[src/rtl/jhash_pkg.sv]
// Shared types and constants for the lookup3 hash datapath.
package jhash_pkg;

    localparam int unsigned WORD_W  = 32;
    localparam int unsigned SHIFT_W = 5;

    typedef logic [WORD_W-1:0]  word_t;
    typedef logic [SHIFT_W-1:0] shift_t;

    // Per-call rotate amounts of one lookup3 mix() round, in call order.
    localparam shift_t MIX_SHIFTS [6] = '{
        shift_t'(4), shift_t'(6), shift_t'(8), shift_t'(16), shift_t'(19), shift_t'(4)
    };

endpackage

[src/rtl/jhash_mix_if.sv]
// Operand/result bundle for one lookup3 mix step.
interface jhash_mix_if;
    import jhash_pkg::*;

    word_t  a;
    word_t  b;
    word_t  c;
    shift_t shift;
    word_t  OA;
    word_t  OB;
    word_t  OC;

    modport master (output a, b, c, shift, input OA, OB, OC);
    modport slave  (input a, b, c, shift, output OA, OB, OC);

endinterface

[src/rtl/jhash_rotl.sv]
// Log-depth left barrel rotator; WIDTH must be a power of two.
module jhash_rotl #(
    parameter int unsigned WIDTH = 32,
    localparam int unsigned AMT_W = $clog2(WIDTH)
) (
    input  logic [WIDTH-1:0] din,
    input  logic [AMT_W-1:0] amt,
    output logic [WIDTH-1:0] dout
);

    logic [WIDTH-1:0] stage [AMT_W+1];

    assign stage[0] = din;

    for (genvar i = 0; i < AMT_W; i++) begin : g_stage
        localparam int unsigned S = 1 << i;
        assign stage[i+1] = amt[i] ? {stage[i][WIDTH-1-S:0], stage[i][WIDTH-1:WIDTH-S]}
                                   : stage[i];
    end

    assign dout = stage[AMT_W];

endmodule

[src/rtl/jhash_mix.sv]
// One lookup3 mix() step: OA=(a-c)^rotl(c,shift), OB=b, OC=c+b, optionally registered.
module jhash_mix
    import jhash_pkg::*;
#(
    parameter bit REGISTERED = 1'b0
) (
    input logic        clk,
    input logic        rst,
    jhash_mix_if.slave bus
);

    word_t rot_c;
    word_t oa_d;
    word_t oc_d;
    word_t oa_q;
    word_t ob_q;
    word_t oc_q;

    jhash_rotl #(
        .WIDTH (WORD_W)
    ) u_rotl (
        .din  (bus.c),
        .amt  (bus.shift),
        .dout (rot_c)
    );

    always_comb begin
        oa_d = (bus.a - bus.c) ^ rot_c;
        oc_d = bus.c + bus.b;
    end

    // Register stage always elaborated; unused copies are trimmed when REGISTERED=0.
    always_ff @(posedge clk or posedge rst) begin
        if (rst) begin
            oa_q <= '0;
            ob_q <= '0;
            oc_q <= '0;
        end else begin
            oa_q <= oa_d;
            ob_q <= bus.b;
            oc_q <= oc_d;
        end
    end

    assign bus.OA = REGISTERED ? oa_q : oa_d;
    assign bus.OB = REGISTERED ? ob_q : bus.b;
    assign bus.OC = REGISTERED ? oc_q : oc_d;

endmodule

[src/flat_wrapper.sv]
// flat-port wrapper written by rule: the top's interface ports become plain ports
module jhash_mix_flat import jhash_pkg::*;
#(
    parameter bit REGISTERED = 1'b0
)
  (clk, rst, bus_a, bus_b, bus_c, bus_shift, bus_OA, bus_OB, bus_OC);
  jhash_mix_if bus_i ();
  input logic clk;
  input logic rst;
  input wire logic [$bits(bus_i.a)-1:0] bus_a;
  input wire logic [$bits(bus_i.b)-1:0] bus_b;
  input wire logic [$bits(bus_i.c)-1:0] bus_c;
  input wire logic [$bits(bus_i.shift)-1:0] bus_shift;
  output wire logic [$bits(bus_i.OA)-1:0] bus_OA;
  output wire logic [$bits(bus_i.OB)-1:0] bus_OB;
  output wire logic [$bits(bus_i.OC)-1:0] bus_OC;
  assign bus_i.a = bus_a;
  assign bus_i.b = bus_b;
  assign bus_i.c = bus_c;
  assign bus_i.shift = bus_shift;
  assign bus_OA = bus_i.OA;
  assign bus_OB = bus_i.OB;
  assign bus_OC = bus_i.OC;
  jhash_mix #(.REGISTERED(REGISTERED)) u_core (.clk(clk), .rst(rst), .bus(bus_i));
endmodule
[config.mk]
export PLATFORM = sky130hd
export DESIGN_NAME = jhash_mix_flat
export DESIGN_NICKNAME = d
export VERILOG_FILES = /design/src/rtl/jhash_pkg.sv /design/src/rtl/jhash_mix_if.sv /design/src/rtl/jhash_rotl.sv /design/src/rtl/jhash_mix.sv /design/src/flat_wrapper.sv
export SDC_FILE = /design/constraint.sdc
export NUM_CORES = 1
export LEC_CHECK = 0
export ABC_CLOCK_PERIOD_IN_PS = 4100
export CAP_MARGIN = 25
export CORE_ASPECT_RATIO = 0.5
export CORE_MARGIN = 3
export CORE_UTILIZATION = 43
export DETAILED_ROUTE_END_ITERATION = 16
export PLACE_DENSITY = 0.77
export REMOVE_ABC_BUFFERS = 1
export SYNTH_ARGS = -nofsm -noshare
export SYNTH_HDL_FRONTEND = slang
export SYNTH_SLANG_ARGS = --single-unit
[constraint.sdc]
create_clock -name vclk -period 4.1
set_input_delay 0.82 -clock vclk [all_inputs]
set_output_delay 0.82 -clock vclk [all_outputs]
set_load 0.02 [all_outputs]
==> flow_summary.yaml, run 1 <==
job:
  cap_violations: 0
detailed_routing:
  drt_iter0_markers: 751
  drc: 0
  met3_length_um: 3430
  firstDrtPassIters: 6
  ant_nets: 0
  wire_per_inst_um: 21.0
  num_vias: 9039
  routed_wl_um: 32200
  viasPerCell: 5.90
  highest_layer: "met4"
  met1_length_um: 13400
  dr_wl_met2_um: 14600
finish:
  regArea_um2: 0
  fin_nets: 1502
  antennaDiodeCount: 0
  drive_gt1_share_pct: 42.5
  area_growth_pct: 75.9
  nClkBuffers: 0
  instances_no_fill: 1531
  design.seq.count: 0
sta:
  hold_slack_ns: 2.19
  worst_pin_slew_ns: 0.537
  maxSlewHeadroom_pct: 64.1
  min_period_ns: 4.09
  slew_violations: 0
  hold_violations: 0
  max_freq_mhz: 245
  fin_crit_sh_pct: 99.7
  setup_viol: 0
  rsz0062_at_grt: "yes"
power:
  p_leak_nw: 5.32
  p_per_area_nw_per_um2: 207
  peakVddDrop_v: 0.000143
floorplan:
  boundaryPins: 199
  die_y_um: 92.8
  coreArea_um2: 14600
  die-area_um2: 16700
  die_x_um: 180
  floorplan.initialDensity_pct: 44.3
  rows: 31
worst_setup_path:
  critPathMaxStageDelay_ns: 0.48
  worstPathRequired_ns: 3.28
  slowest_stage: "clkdlybuf4s50_1"
  startpoint_type: "primary input"
  worstSetupEndpointType: "primary output"
  arrival_ns: 3.27
  timing_worst_setup_path_type: "primary input to primary output"
  crit_chain: "clkdlybuf4s50_1 -> ha_4 -> nand4_1 -> buf_4 -> nor4_1 -> nor2_1 -> o211a_1 -> a21oi_4 -> mux2i_1 -> a311oi_1 -> buf_2"
  critPathMaxFanout: 6
grt:
  grt_use_total_pct: 35.1
  grt-ovfl-total: 0
  antenna_found_initial: 0
  grt_start_max_net_pins: 20
  grt_pass1_wl_um: 47300
  grt_pass1_vias: 8792
run_status:
  status: "finished, final reports clean"
place:
  gp_congestion: 1.04
  dp_cells: 1503
  port_buffers: 197
  hpwl_um: 25500
yosys:
  yosys_warnings: 0
  seq_area_frac_synth_pct: 0
  syn-cell-area_um2: 6480
  netlist.area_leader.share_pct: 12.0
  synthDistinctLibCells: 74
  synth.area.top_cells: "ha_1 12%, xnor2_1 8.5%, mux2i_1 7.6%, a21oi_1 5.2%, mux2_2 5.0%"
  yosys.area.top_type: "ha_1"
  synth_cells: 880
  avgSynthCellArea_um2: 7.37
min_path:
  hp-class: "primary input to primary output"
-- kinds of logic after synthesis --
logic type	after synthesis	share of synthesized area, %
muxes	96	19.3
AOI/OAI and AO/OA	286	29.6
and+or+nand+nor	211	15.2
buffers and inverters	134	11.3
xor gates and xnor gates	89	12.0
adders and majority gates	64	12.6
-- routing by layer --
metal  vias to the layer above  track usage, %
li1                       4151               -
met1                      4242            46.7
met2                       552            59.4
met3                        94            7.38
met4                         0            6.30
met5                         -               0
-- layout make-up --
class / count / area [µm²]
tap: 198 / 248
timing repair buffer: 532 / 4410
inverter: 55 / 210
multi-input combinational: 746 / 6540
fill: 1054 / 3220
-- Yosys cell counts, types with 5 or more instances --
library cell  instances
buf_2                 8
xnor2_1              63
o22ai_1              16
nor2_1               46
nand2_1              85
o21ai_0              57
and4_1                5
and3_1                9
clkbuf_1             24
o211ai_1             15
o21a_1                7
nand4_1              15
inv_1                54
nor2b_1               7
a21oi_1              68
mux4_1                7
mux2i_1              49
a22oi_1               9
xor2_1               26
buf_4                35
nand2b_1              8
mux2_2               29
o21bai_1              9
a31oi_1               8
nor3_1                6
ha_1                 62
a211oi_1             12
a211o_1               5
and2_1                5
nand3_1              16
o31ai_1               7
a21o_1               28
mux4_2               10
-- path summary, 6_finish.rpt --
path | startpoint | slack, ns | end | cells past startpoint
worst max-delay path | bus_b[14] | 0.01 | bus_OC[28] | 11
worst min-delay path | bus_c[0] | 2.19 | bus_OA[0] | 4
-- critical path: cells and delay by family --
| family | cells | cell delay, ns |
|---|---|---|
| buf+inv | 3 | 0.87 |
| compound gates | 3 | 0.62 |
| simple gates | 3 | 0.52 |
| fa+ha+maj | 1 | 0.34 |
| mux | 1 | 0.10 |
-- cells in the final DEF (no fill, tap or decap), types with 8 or more instances in the layout --
| cell type | count |
|---|---|
| o22ai_1 | 16 |
| inv_1 | 45 |
| nand4_1 | 15 |
| buf_6 | 15 |
| o21bai_1 | 8 |
| inv_2 | 9 |
| a21oi_1 | 50 |
| o21ai_0 | 35 |
| o21ai_1 | 19 |
| clkdlybuf4s50_1 | 101 |
| nand2_1 | 81 |
| nand2b_1 | 8 |
| a21oi_2 | 15 |
| a22oi_1 | 8 |
| buf_2 | 20 |
| clkbuf_2 | 10 |
| nand3_1 | 14 |
| xor2_1 | 26 |
| a21o_1 | 28 |
| mux2i_2 | 9 |
| xnor2_1 | 59 |
| dlymetal6s2s_1 | 17 |
| o211ai_1 | 15 |
| mux4_2 | 16 |
| buf_4 | 334 |
| nor2_1 | 44 |
| ha_4 | 24 |
| and3_1 | 9 |
| mux2i_1 | 38 |
| ha_1 | 32 |
| dlygate4sd2_1 | 24 |
| mux2_2 | 28 |
-- metrics by stage --
| stage | power [mW] | util [%] | instance area (µm²) | TNS, ns | worst slack [ns] |
|---|---|---|---|---|---|
| 6_report | 2.36 | 78.0 | 11400 | 0 | 0.0129 |
| 5_1_grt | 2.49 | 78.0 | 11400 | -0.362 | -0.0815 |
| 4_1_cts | 2.22 | 74.3 | 10900 | -0.0323 | -0.0261 |
| 3_5_place_dp | 2.23 | 71.8 | 10500 | -35.02 | -0.969 |
| 3_3_place_gp | 2.20 | 71.8 | 10500 | -32.71 | -0.874 |
| 2_1_floorplan | 1.07 | - | 5960 | 0 | 0.0692 |
-- power by group --
group / internal [mW] / switching [mW] / total (mW) / leakage (nW)
combinational: 1.12 / 1.24 / 2.36 / 5.32
clock: 0 / 0 / 0 / 0
sequential: 0 / 0 / 0 / 0
total: 1.12 / 1.24 / 2.36 / 5.32
-- what timing repair did --
item	CTS	global route
endpoints found under the setup margin	59	53
gates resized for setup	327	138
pin swaps	47	59
hold buffers	0	0
buffers inserted	11	19
No activity file was read; power rests on OpenSTA's default activity.
==> run 2, diff against run 1 <==
--- a/config.mk
+++ b/config.mk
@@ -5,13 +5,13 @@
 export SDC_FILE = /design/constraint.sdc
 export NUM_CORES = 1
 export LEC_CHECK = 0
-export ABC_CLOCK_PERIOD_IN_PS = 4100
+export ABC_CLOCK_PERIOD_IN_PS = 3600
 export CAP_MARGIN = 25
 export CORE_ASPECT_RATIO = 0.5
 export CORE_MARGIN = 3
 export CORE_UTILIZATION = 43
 export DETAILED_ROUTE_END_ITERATION = 16
-export PLACE_DENSITY = 0.77
+export PLACE_DENSITY = 0.8
 export REMOVE_ABC_BUFFERS = 1
 export SYNTH_ARGS = -nofsm -noshare
 export SYNTH_HDL_FRONTEND = slang
==> constraint.sdc (replaced) <==
create_clock -name vclk -period 3.6
set_input_delay 0.72 -clock vclk [all_inputs]
set_output_delay 0.72 -clock vclk [all_outputs]
set_load 0.02 [all_outputs]
==> run 2 against run 1 <==
  * The run now ends with negative setup slack left
  * Combinational power is 30% higher
  * Via count grew 11%
  * Core utilization is 6.6 points higher
  * Critical path depth rose by 3
  * Critical endpoint is now bus_OC[30]
==> flow_summary.yaml, run 2 (same netlist as run 1, synthesis figures left out) <==
worst_setup_path:
  worstPathRequired_ns: 2.88
  critPathMaxFanout: 3
  worstSetupEndpointType: "primary output"
  arrival_ns: 3.13
  startpoint_type: "primary input"
  timing_worst_setup_path_type: "primary input to primary output"
floorplan:
  rows: 31
  die_y_um: 92.8
  die-area_um2: 16700
  boundaryPins: 199
  floorplan.initialDensity_pct: 44.3
  coreArea_um2: 14600
  die_x_um: 180
finish:
  area_growth_pct: 90.7
  fin_nets: 1506
  drive_gt1_share_pct: 53.6
  design.seq.count: 0
  postLayoutCellArea_um2: 12400
  antennaDiodeCount: 0
  final_cell_mix: "326 x buf_4, 75 x nand2_1, 64 x clkdlybuf4s50_1"
  nClkBuffers: 0
  layout_commonest_cell: "buf_4"
  regArea_um2: 0
detailed_routing:
  wire_per_inst_um: 24.9
  drc: 0
  ant_nets: 0
  num_vias: 10000
  routed_wl_um: 38300
  viasPerCell: 6.52
  drt_iter0_markers: 1328
  firstDrtPassIters: 6
grt:
  use_met1_pct: 48.2
  grt_start_max_net_pins: 22
  grt-busiest-layer: "met2"
  grt_pass1_vias: 9374
  use_met2_pct: 64.6
  grt_pass1_wl_um: 50800
  grt_use_total_pct: 37.6
  met3_usage_pct: 6.04
  antenna_found_initial: 0
  grt-ovfl-total: 0
sta:
  hold_violations: 0
  worst_pin_slew_ns: 0.530
  max_freq_mhz: 259
  maxSlewHeadroom_pct: 63.7
  fin_crit_sh_pct: 107
  min_period_ns: 3.85
  setup_viol: 32
  slew_violations: 0
  finalWorstSetupSlack_ns: -0.254
  rsz0062_at_grt: "yes"
place:
  hpwl_um: 25500
  port_buffers: 197
  placed_cell_area_um2: 10400
  gp_congestion: 1.01
power:
  total_power_mw: 3.06
  p_per_area_nw_per_um2: 248
  peakVddDrop_v: 0.000163
  p_leak_nw: 5.55
clocking:
  cts_hold_buf: 0
run_status:
  status: "finished with violations"
  violations: "negative setup slack"
job:
  cap_violations: 0
min_path:
  hp-class: "primary input to primary output"
## run 2: cell type report
class | instances | area [µm²]
fillers | 815 | 2260
inverters | 55 | 221
multi-input cells | 746 | 7390
well taps | 198 | 248
repair buffers | 536 | 4510
## run 2: final timing paths
path,startpoint,to,slack [ns],cells past startpoint
worst max-delay path,bus_c[0],bus_OC[30],-0.25,14
worst min-delay path,bus_c[0],bus_OA[0],1.84,4
## run 2: report_power, final
group	total [mW]	internal, mW	leakage, nW	switching (mW)
logic	3.06	1.43	5.55	1.63
clock network	0	0	0	0
registers	0	0	0	0
total	3.06	1.43	5.55	1.63
## run 2: through the flow
stage | setup TNS (ns) | hold WS, ns | util [%] | cells | setup WS, ns
6_report | -3.26 | 1.84 | 84.6 | 1535 | -0.254
5_1_grt | -5.06 | 1.86 | 84.6 | 1535 | -0.353
4_1_cts | -0.924 | 2.00 | 78.4 | 1504 | -0.171
3_5_place_dp | -52.77 | 2.40 | 70.8 | 1485 | -1.23
3_3_place_gp | -50.38 | 2.41 | 70.8 | 1485 | -1.21
2_1_floorplan | -0.465 | 1.44 | - | 801 | -0.231
## run 2: routing by layer
metal  vias up  routed length (µm)
met4         0                2570
met2       919               17500
li1       4176                   -
met3       292                4620
met1      4626               13600
met5         -                   0
## run 2: timing repair
item	in CTS	in global routing
gates resized for setup	603	239
pin swaps	116	117
gates cloned	0	1
setup buffers	25	36
endpoints found under the setup margin	62	56
## run 2: worst max-delay path: stages
cell and delay [ns]:
buf_8 0.10, buf_6 0.11, ha_4 0.15, fa_2 0.35, a211oi_2 0.26, o211ai_1 0.15, a31oi_2 0.25, buf_4 0.15
a22oi_2 0.09, buf_4 0.14, a41o_1 0.18, a21oi_2 0.12, xnor2_1 0.15, buf_4 0.18
